--- src/rtl/microwire_read_ctrl.sv ---
// Microwire (93xx) READ engine: accepts one word-read request, runs the serial
// frame on CS/SK/DI/DO with a clock-divided SK, and returns the word with a framing flag.
module microwire_read_ctrl #(
  parameter int ADDR_W  = 6,
  parameter int DATA_W  = 16,
  parameter int CLK_DIV = 4
) (
  input  logic              clk,
  input  logic              rst,
  input  logic              req_valid,
  output logic              req_ready,
  input  logic [ADDR_W-1:0] req_addr,
  output logic              rsp_valid,
  output logic [DATA_W-1:0] rsp_data,
  output logic              rsp_err,
  output logic              ee_cs,
  output logic              ee_sk,
  output logic              ee_di,
  input  logic              ee_do
);

  localparam int CMD_BITS  = 3 + ADDR_W;
  localparam int TOT_BITS  = CMD_BITS + DATA_W;
  localparam int BIT_CNT_W = $clog2(TOT_BITS + 1);

  localparam logic [7:0]           PHASE_LAST = 8'(CLK_DIV - 1);
  localparam logic [BIT_CNT_W-1:0] CMD_LAST   = BIT_CNT_W'(CMD_BITS - 1);
  localparam logic [BIT_CNT_W-1:0] TOT_LAST   = BIT_CNT_W'(TOT_BITS - 1);

  typedef enum logic [2:0] {
    S_IDLE,
    S_CMD,
    S_DATA,
    S_DONE,
    S_TCS
  } state_e;

  state_e                state_q, state_d;
  logic [7:0]            phase_q, phase_d;
  logic [BIT_CNT_W-1:0]  bit_q, bit_d;
  logic [CMD_BITS-1:0]   cmd_q, cmd_d;
  logic [DATA_W-1:0]     shift_q, shift_d;
  logic                  err_q, err_d;
  logic [1:0]            sync_q, sync_d;
  logic                  cs_q, cs_d;
  logic                  sk_q, sk_d;
  logic                  di_q, di_d;
  logic                  ready_q, ready_d;
  logic                  rsp_valid_q, rsp_valid_d;
  logic [DATA_W-1:0]     rsp_data_q, rsp_data_d;
  logic                  rsp_err_q, rsp_err_d;

  logic phase_end;
  logic sample;

  always_comb begin
    // NOTE: every _d takes its hold value first, so no path through the case can infer a latch.
    state_d     = state_q;
    phase_d     = phase_q;
    bit_d       = bit_q;
    cmd_d       = cmd_q;
    shift_d     = shift_q;
    err_d       = err_q;
    sync_d      = {sync_q[0], ee_do};
    cs_d        = cs_q;
    sk_d        = sk_q;
    di_d        = di_q;
    ready_d     = ready_q;
    rsp_valid_d = 1'b0;
    rsp_data_d  = rsp_data_q;
    rsp_err_d   = rsp_err_q;

    phase_end = (phase_q == PHASE_LAST);
    sample    = sync_q[1];

    unique case (state_q)
      S_IDLE: begin
        if (req_valid && ready_q) begin
          state_d = S_CMD;
          ready_d = 1'b0;
          cs_d    = 1'b1;
          sk_d    = 1'b0;
          di_d    = 1'b1;
          // cmd_q holds the bits still to send after the start bit on DI now
          cmd_d   = {2'b10, req_addr, 1'b0};
          phase_d = '0;
          bit_d   = '0;
        end
      end

      S_CMD, S_DATA: begin
        if (!phase_end) begin
          phase_d = phase_q + 8'd1;
        end else begin
          phase_d = '0;
          if (!sk_q) begin
            sk_d = 1'b1;
          end else begin
            sk_d  = 1'b0;
            bit_d = bit_q + 1'b1;
            if (state_q == S_CMD) begin
              di_d  = cmd_q[CMD_BITS-1];
              cmd_d = cmd_q << 1;
              if (bit_q == CMD_LAST) begin
                // The device drives its dummy 0 during the last address bit.
                err_d   = sample;
                di_d    = 1'b0;
                state_d = S_DATA;
              end
            end else begin
              shift_d = {shift_q[DATA_W-2:0], sample};
              if (bit_q == TOT_LAST) begin
                state_d     = S_DONE;
                cs_d        = 1'b0;
                rsp_valid_d = 1'b1;
                rsp_data_d  = {shift_q[DATA_W-2:0], sample};
                rsp_err_d   = err_q;
              end
            end
          end
        end
      end

      S_DONE: begin
        state_d = S_TCS;
        phase_d = '0;
        bit_d   = '0;
      end

      S_TCS: begin
        // Two CLK_DIV periods of deselect, bit_q[0] marks the second one.
        if (!phase_end) begin
          phase_d = phase_q + 8'd1;
        end else begin
          phase_d = '0;
          if (bit_q[0]) begin
            bit_d   = '0;
            state_d = S_IDLE;
            ready_d = 1'b1;
          end else begin
            bit_d = bit_q + 1'b1;
          end
        end
      end

      default: state_d = S_IDLE;
    endcase
  end

  // NOTE: the data/command shift registers are reset too; they are small, and this
  // keeps rsp_data at 0 after reset without a separate clear path.
  always_ff @(posedge clk or posedge rst) begin
    if (rst) begin
      state_q     <= S_IDLE;
      phase_q     <= '0;
      bit_q       <= '0;
      cmd_q       <= '0;
      shift_q     <= '0;
      err_q       <= 1'b0;
      sync_q      <= '0;
      cs_q        <= 1'b0;
      sk_q        <= 1'b0;
      di_q        <= 1'b0;
      ready_q     <= 1'b1;
      rsp_valid_q <= 1'b0;
      rsp_data_q  <= '0;
      rsp_err_q   <= 1'b0;
    end else begin
      state_q     <= state_d;
      phase_q     <= phase_d;
      bit_q       <= bit_d;
      cmd_q       <= cmd_d;
      shift_q     <= shift_d;
      err_q       <= err_d;
      sync_q      <= sync_d;
      cs_q        <= cs_d;
      sk_q        <= sk_d;
      di_q        <= di_d;
      ready_q     <= ready_d;
      rsp_valid_q <= rsp_valid_d;
      rsp_data_q  <= rsp_data_d;
      rsp_err_q   <= rsp_err_d;
    end
  end

  assign req_ready = ready_q;
  assign rsp_valid = rsp_valid_q;
  assign rsp_data  = rsp_data_q;
  assign rsp_err   = rsp_err_q;
  assign ee_cs     = cs_q;
  assign ee_sk     = sk_q;
  assign ee_di     = di_q;

endmodule

--- config.mk ---
export PLATFORM = sky130hd
export DESIGN_NAME = microwire_read_ctrl
export DESIGN_NICKNAME = d
export VERILOG_FILES = /design/src/rtl/microwire_read_ctrl.sv
export SDC_FILE = /design/constraint.sdc
export NUM_CORES = 1
export LEC_CHECK = 0
export ABC_AREA = 0
export CAP_MARGIN = 0
export CORE_MARGIN = 2
export CORE_UTILIZATION = 55
export DETAILED_ROUTE_END_ITERATION = 7
export PLACE_DENSITY = 0.78
export SETUP_SLACK_MARGIN = 0.3
export SLEW_MARGIN = 20
export SYNTH_ARGS = -nofsm -noshare
export SYNTH_HDL_FRONTEND = slang
export SYNTH_SLANG_ARGS = --single-unit
--- constraint.sdc ---
create_clock -name clk -period 2.6 [get_ports clk]
set_input_delay 0.78 -clock clk [delete_from_list [all_inputs] [get_ports clk]]
set_output_delay 0.78 -clock clk [all_outputs]
set_load 0.05 [all_outputs]
### Word level (Yosys, flattened, before mapping)

Index checks and enable logic that the tools add are counted.

| word-level totals | value |
|---|---|
| register bits after elaboration | 65 |
| logic and storage cells | 98 |
| bits of input ports | 10 |

| cells by class | value |
|---|---|
| reduce and logical (&&, ||, !) cells | 18 |
| muxes and demuxes | 46 |
| add/subtract/negate cells | 2 |
| eq/ne operators | 17 |
| bitwise logic cells | 1 |

Operator list:

| operator | number |
|---|---|
| 9-bit 2-to-1 mux | 4 |
| 5-bit 2-to-1 mux | 5 |
| 3-bit 2-to-1 mux | 8 |
| 8-bit one-hot mux with 3 select lines | 1 |
| 5-bit one-hot mux with 4 select lines | 1 |
| 5-bit AND reduction | 4 |
| 1-bit 2-to-1 mux | 19 |
| 9-bit one-hot mux with 2 select lines | 1 |
| 8-bit 2-to-1 mux | 2 |
| 2-bit != test (second input constant) | 8 |
| 3-bit one-hot mux with 4 select lines | 1 |
| 8-bit by 1-bit adder with 8-bit output (second input constant) | 1 |
| 8-bit by 2-bit == test with 1-bit output (second input constant) | 1 |
| 1-bit one-hot mux with 2 select lines | 4 |
| 4-bit AND reduction | 2 |
| 7-bit AND reduction | 1 |
| 3-bit by 2-bit == test with 1-bit output (second input constant) | 2 |
| 3-bit != test (second input constant) | 2 |
| 6-bit AND reduction | 1 |
| 5-bit by 1-bit adder with 5-bit output (second input constant) | 1 |
| 5-bit by 4-bit == test with 1-bit output (second input constant) | 1 |
| 5-bit == test (second input constant) | 1 |
| 2-bit nonzero test | 2 |
| 4-bit nonzero test | 1 |
| 10 further kinds | 10 |

### Logic depth before layout (Yosys ltp)

| depth | value |
|---|---|
| depth after elaboration | 6 |
| depth in mapped cells | 7 |

### Least setup slack after synthesis

OpenSTA, ideal clock, no wires.

| timing | value |
|---|---|
| kind | reg2reg |
| from | register phase_q[0] |
| to | register rsp_data_q[10], in the netlist rsp_data[10] |
| path slack | 0.473 ns |
| buffers on the path | 1 |
| required time | 2.475 ns |
| stages on the path, launching flop included | 7 |
| period minus slack after synthesis | 2.127 ns |
| arrival | 2.003 ns |
| path through | dfrtp_1 > ha_1 > nor3b_2 > nand3_4 > nor4_4 > buf_6 > mux2_2 |

| between the ends | value |
|---|---|
| longest elaborated chain between the ends | 2 |

RTL lines:

| element | line | text |
|---|---|---|
| from (decl) | 39 | `logic [7:0] phase_q, phase_d;` |
| from (signal assigned) | 170 | `phase_q <= phase_d;` |
| 8-bit by 2-bit == test with 1-bit output | 73 | `phase_end = (phase_q == PHASE_LAST);` |
| 5-bit AND reduction (no line) | n/a |  |
| to (signal assigned) | 181 | `rsp_data_q <= rsp_data_d;` |
| to (decl) | 50 | `logic [DATA_W-1:0] rsp_data_q, rsp_data_d;` |

No other way between the ends.
A chain may end at the register's enable or synchronous reset.

### Final worst setup path

| timing | value |
|---|---|
| from | register ready_q, in the netlist req_ready |
| to | output req_ready |

RTL lines:

| element | line | text |
|---|---|---|
| from (decl) | 48 | `logic ready_q, ready_d;` |
| from (signal assigned) | 179 | `ready_q <= ready_d;` |
| to (decl) | 11 | `output logic req_ready,` |

No word-level cell between the ends.

==> out/qor.csv <==
stage,metric,value,unit
yosys,Main synth FF type,dfrtp_1,
cells_and_area,fill count,384,
detailed_routing,initial DRC count,108,
yosys,Synth Cell Area,0.00295,mm^2
yosys,Syn Inst Count,251,
yosys,Synth Area in Adders,1.69,%
setup_path,worst reg-to-reg path cell count,6,
sta,slew margin rel.,64.4,%
detailed_routing,Vias per Instance,5.62,
yosys,"Seq/Total Area, Yosys",54.3,%
floorplanning,Total Die Area,0.00597,mm^2
setup_path,critical path depth,1,
hold_path,Hold Crit Class,register to register,
clock_network,H-Tree Depth,3,
yosys,"flops & latches, synth",64,
detailed_routing,drt wl/cell,15.1,um
setup_path,critical path's top delay family,flip-flops,
power_and_ir_drop,leak pwr,2.08,nW
yosys,Post-synth EDFFs,0,
clock_network,Num CTS Buffers,9,
clock_network,Max Root-Sink Buffers,2,
sta,RSZ-0062 raised after global routing,no,
setup_path,worst reg-to-reg setup slack,0.46,ns
job,maximum capacitance violations,0,
cells_and_area,Final Core Density,71.8,%
floorplanning,FP Rows,26,
yosys,Post-synth top cells,"63 x dfrtp_1, 35 x mux2_2, 22 x nor2_1, 18 x nand2_1, 11 x o21ai_0",
sta,maximum clock frequency,446,MHz
power_and_ir_drop,maximum VDD drop,0.295,mV
clock_network,CTS tree,done,
placed_design,dpl ws,0.0998,ns
yosys,"count leader, synth",dfrtp_1,
cells_and_area,Synth-to-Final Area Change,25.0,%
setup_path,CP Capture Type,output pin,
clock_network,postcts setup bufs,0,
yosys,fraction of synthesized area in multiplexers,13.3,%
cells_and_area,antenna cells,0,
clock_network,Hold Buf Count CTS,0,
sta,Layout Skew,0.00526,ns
yosys,top post-synthesis cells by area,"dfrtp_1 53%, mux2_2 13%, nor2_1 2.8%, xor2_1 2.4%, nand2_1 2.3%",
setup_path,data arrival time of the worst path,1.46,ns
setup_path,startpoint types,register,
yosys,"Avg Cell Area, Syn",11.8,um^2
setup_path,CP Cell Sequence,dlygate4sd2_1,
setup_path,peak fanout along the critical path,7,
yosys,largest family of logic cells by synthesized area,simple AND/OR/NAND/NOR gates,
detailed_routing,Residual DRC,0,
cells_and_area,layout cells sized above 1,25.1,%
placed_design,IO Port Bufs,31,
yosys,syn_nets,265,
global_route,GRT overflow,0,
setup_path,crit path launch,req_ready$_DFFE_PP1P_,
clock_network,CTS Root Cell,clkbuf_8,
yosys,Compound-Gate Fraction of Synth Area,9.66,%
floorplanning,Initial Util,57.4,%
detailed_routing,Pre-Repair DR Iteration Count,6,
yosys,Synth Area in XOR/XNOR,2.67,%
setup_path,Critical R2R Launch,phase_q[1]$_DFFE_PP0P_,
yosys,synth unique cells,42,
detailed_routing,via count,2073,
sta,actual slew at the worst max-slew pin,0.533,ns
setup_path,largest stage delay on the critical path,0.59,ns
floorplanning,die width,77.3,um
placed_design,GPL Wtd Cong,0.833,
sta,# setup viols final,0,
yosys,area share of and/or/nand/nor cells after synthesis,14.9,%
yosys,Async SR Flop Fraction,100,%
setup_path,CP Data Required Time,1.82,ns
power_and_ir_drop,cell area power density,553,mW/mm^2
floorplanning,IO Count,32,
global_route,global-route usage over all layers,19.8,%
setup_path,WP buf/inv,1,
setup_path,Setup CP Type,register to output pin,
sta,fin crit share,86.2,%
outcome,run status,"finished, final reports clean",
floorplanning,Die Y,77.3,um
global_route,largest net degree at the start of global routing,25,
global_route,first-pass GRT wire length,9.30,mm
global_route,number of global-route vias before repair,1974,
sta,Setup WS post-layout,0.359,ns
sta,final-report hold violation count,0,
yosys,largest area contributor in the netlist,dfrtp_1,
clock_network,clk_lat worst skew,0.32,ns
setup_path,r2r endpoint,rsp_data[5]$_DFFE_PP0P_,
floorplanning,core box area,0.00514,mm^2
detailed_routing,final WL,5.56,mm
detailed_routing,ANT nets after route,0,
placed_design,post-DP HPWL,3.82,mm
clock_network,clock-pin slew on the worst setup and hold paths,0.07,ns
sta,max-slew violation count,0,
yosys,warnings from Yosys,0,
clock_network,# clock sinks,64,
yosys,post-synth top area share,53.4,%
cells_and_area,Post-layout nets,308,
sta,post-route minimum period,2.24,ns
sta,setup TNS,0,ns
global_route,initial antenna violation count,0,
setup_path,CP Capture Point,req_ready,
setup_path,"Slowest-stage cell, CP",dfstp_2,
-- worst min path at each step --
stage                        startpoint                   to  slack [ns]  cells after the start
finish              sync_q[0]$_DFF_PP0_  sync_q[1]$_DFF_PP0_        0.35                      0
global route        sync_q[0]$_DFF_PP0_  sync_q[1]$_DFF_PP0_        0.37                      0
CTS                 sync_q[0]$_DFF_PP0_  sync_q[1]$_DFF_PP0_        0.36                      0
detailed placement  sync_q[0]$_DFF_PP0_  sync_q[1]$_DFF_PP0_        0.34                      0
floorplan           sync_q[0]$_DFF_PP0_  sync_q[1]$_DFF_PP0_        0.33                      0
global placement    sync_q[0]$_DFF_PP0_  sync_q[1]$_DFF_PP0_        0.34                      0
-- area by class of cell --
class | instances | area (um^2) | share of cell area [%]
flip-flops and latches | 64 | 1600 | 43.4
multi-input cells | 167 | 1250 | 34.0
repair buffers | 44 | 475 | 12.9
clock buffers | 10 | 128 | 3.46
clock inverters | 6 | 108 | 2.92
well taps | 70 | 87.6 | 2.37
inverters | 8 | 33.8 | 0.916
-- registers in the layout, summed over array words and instances, names as in the netlist, 2 cells and up --
register / flops
bit_q: 5
cmd_q: 8
phase_q: 8
rsp_data: 16
shift_q: 15
state_q: 3
sync_q: 2
-- power breakdown --
group,total (mW),leakage [nW],internal (mW),switching [mW]
logic,0.0437,1.10,0.0189,0.0248
registers,0.998,0.871,0.997,0.000881
clock network,0.999,0.116,0.634,0.365
total,2.04,2.08,1.65,0.391
-- cells by family after synthesis --
| logic type | after synthesis |
|---|---|
| and+or+nand+nor | 78 |
| DFF | 64 |
| AOI/OAI and AO/OA | 41 |
| muxes | 35 |
| buffers and inverters | 20 |
| xor gates and xnor gates | 9 |
| adders and majority gates | 4 |
-- what timing repair did --
| action | in CTS | in global routing |
|---|---|---|
| resized for setup | 2 | 20 |
| setup endpoints to repair | 2 | 37 |
| pin swaps | 0 | 0 |
| gates cloned | 0 | 0 |
| hold endpoints to repair | 0 | 0 |
-- metrics by stage --
stage / power, mW / hold WS (ns) / cells / instance area (um^2)
floorplan: 1.03 / 0.331 / 251 / 2960
global placement: 1.06 / 0.336 / 353 / 3400
detailed placement: 1.06 / 0.343 / 353 / 3400
CTS: 2.06 / 0.358 / 369 / 3640
global route: 2.11 / 0.366 / 369 / 3690
finish: 2.04 / 0.353 / 369 / 3690
-- routing by layer --
layer  up-vias  GRT usage, %  share of wire [%]
met5         -             0                  0
met4         0          6.61               0.40
met3         2          5.53                4.5
met2        51          29.8                 50
met1      1035          27.7                 46
li1        985             -                  -
-- layout by cell type, fill, tap and decap left out, types with 6 or more instances in the layout --
cell type / n
inv_1: 6
buf_4: 11
xor2_1: 8
nand3_1: 7
nand2_1: 18
dfrtp_1: 63
mux2_2: 35
o21ai_0: 11
nor2_1: 22
dlymetal6s2s_1: 18
clkbuf_8: 9
a21oi_1: 7
a31oi_1: 8
nand4_1: 7
clkdlybuf4s50_1: 11
Note: power is estimated with default switching activity, not from simulation.
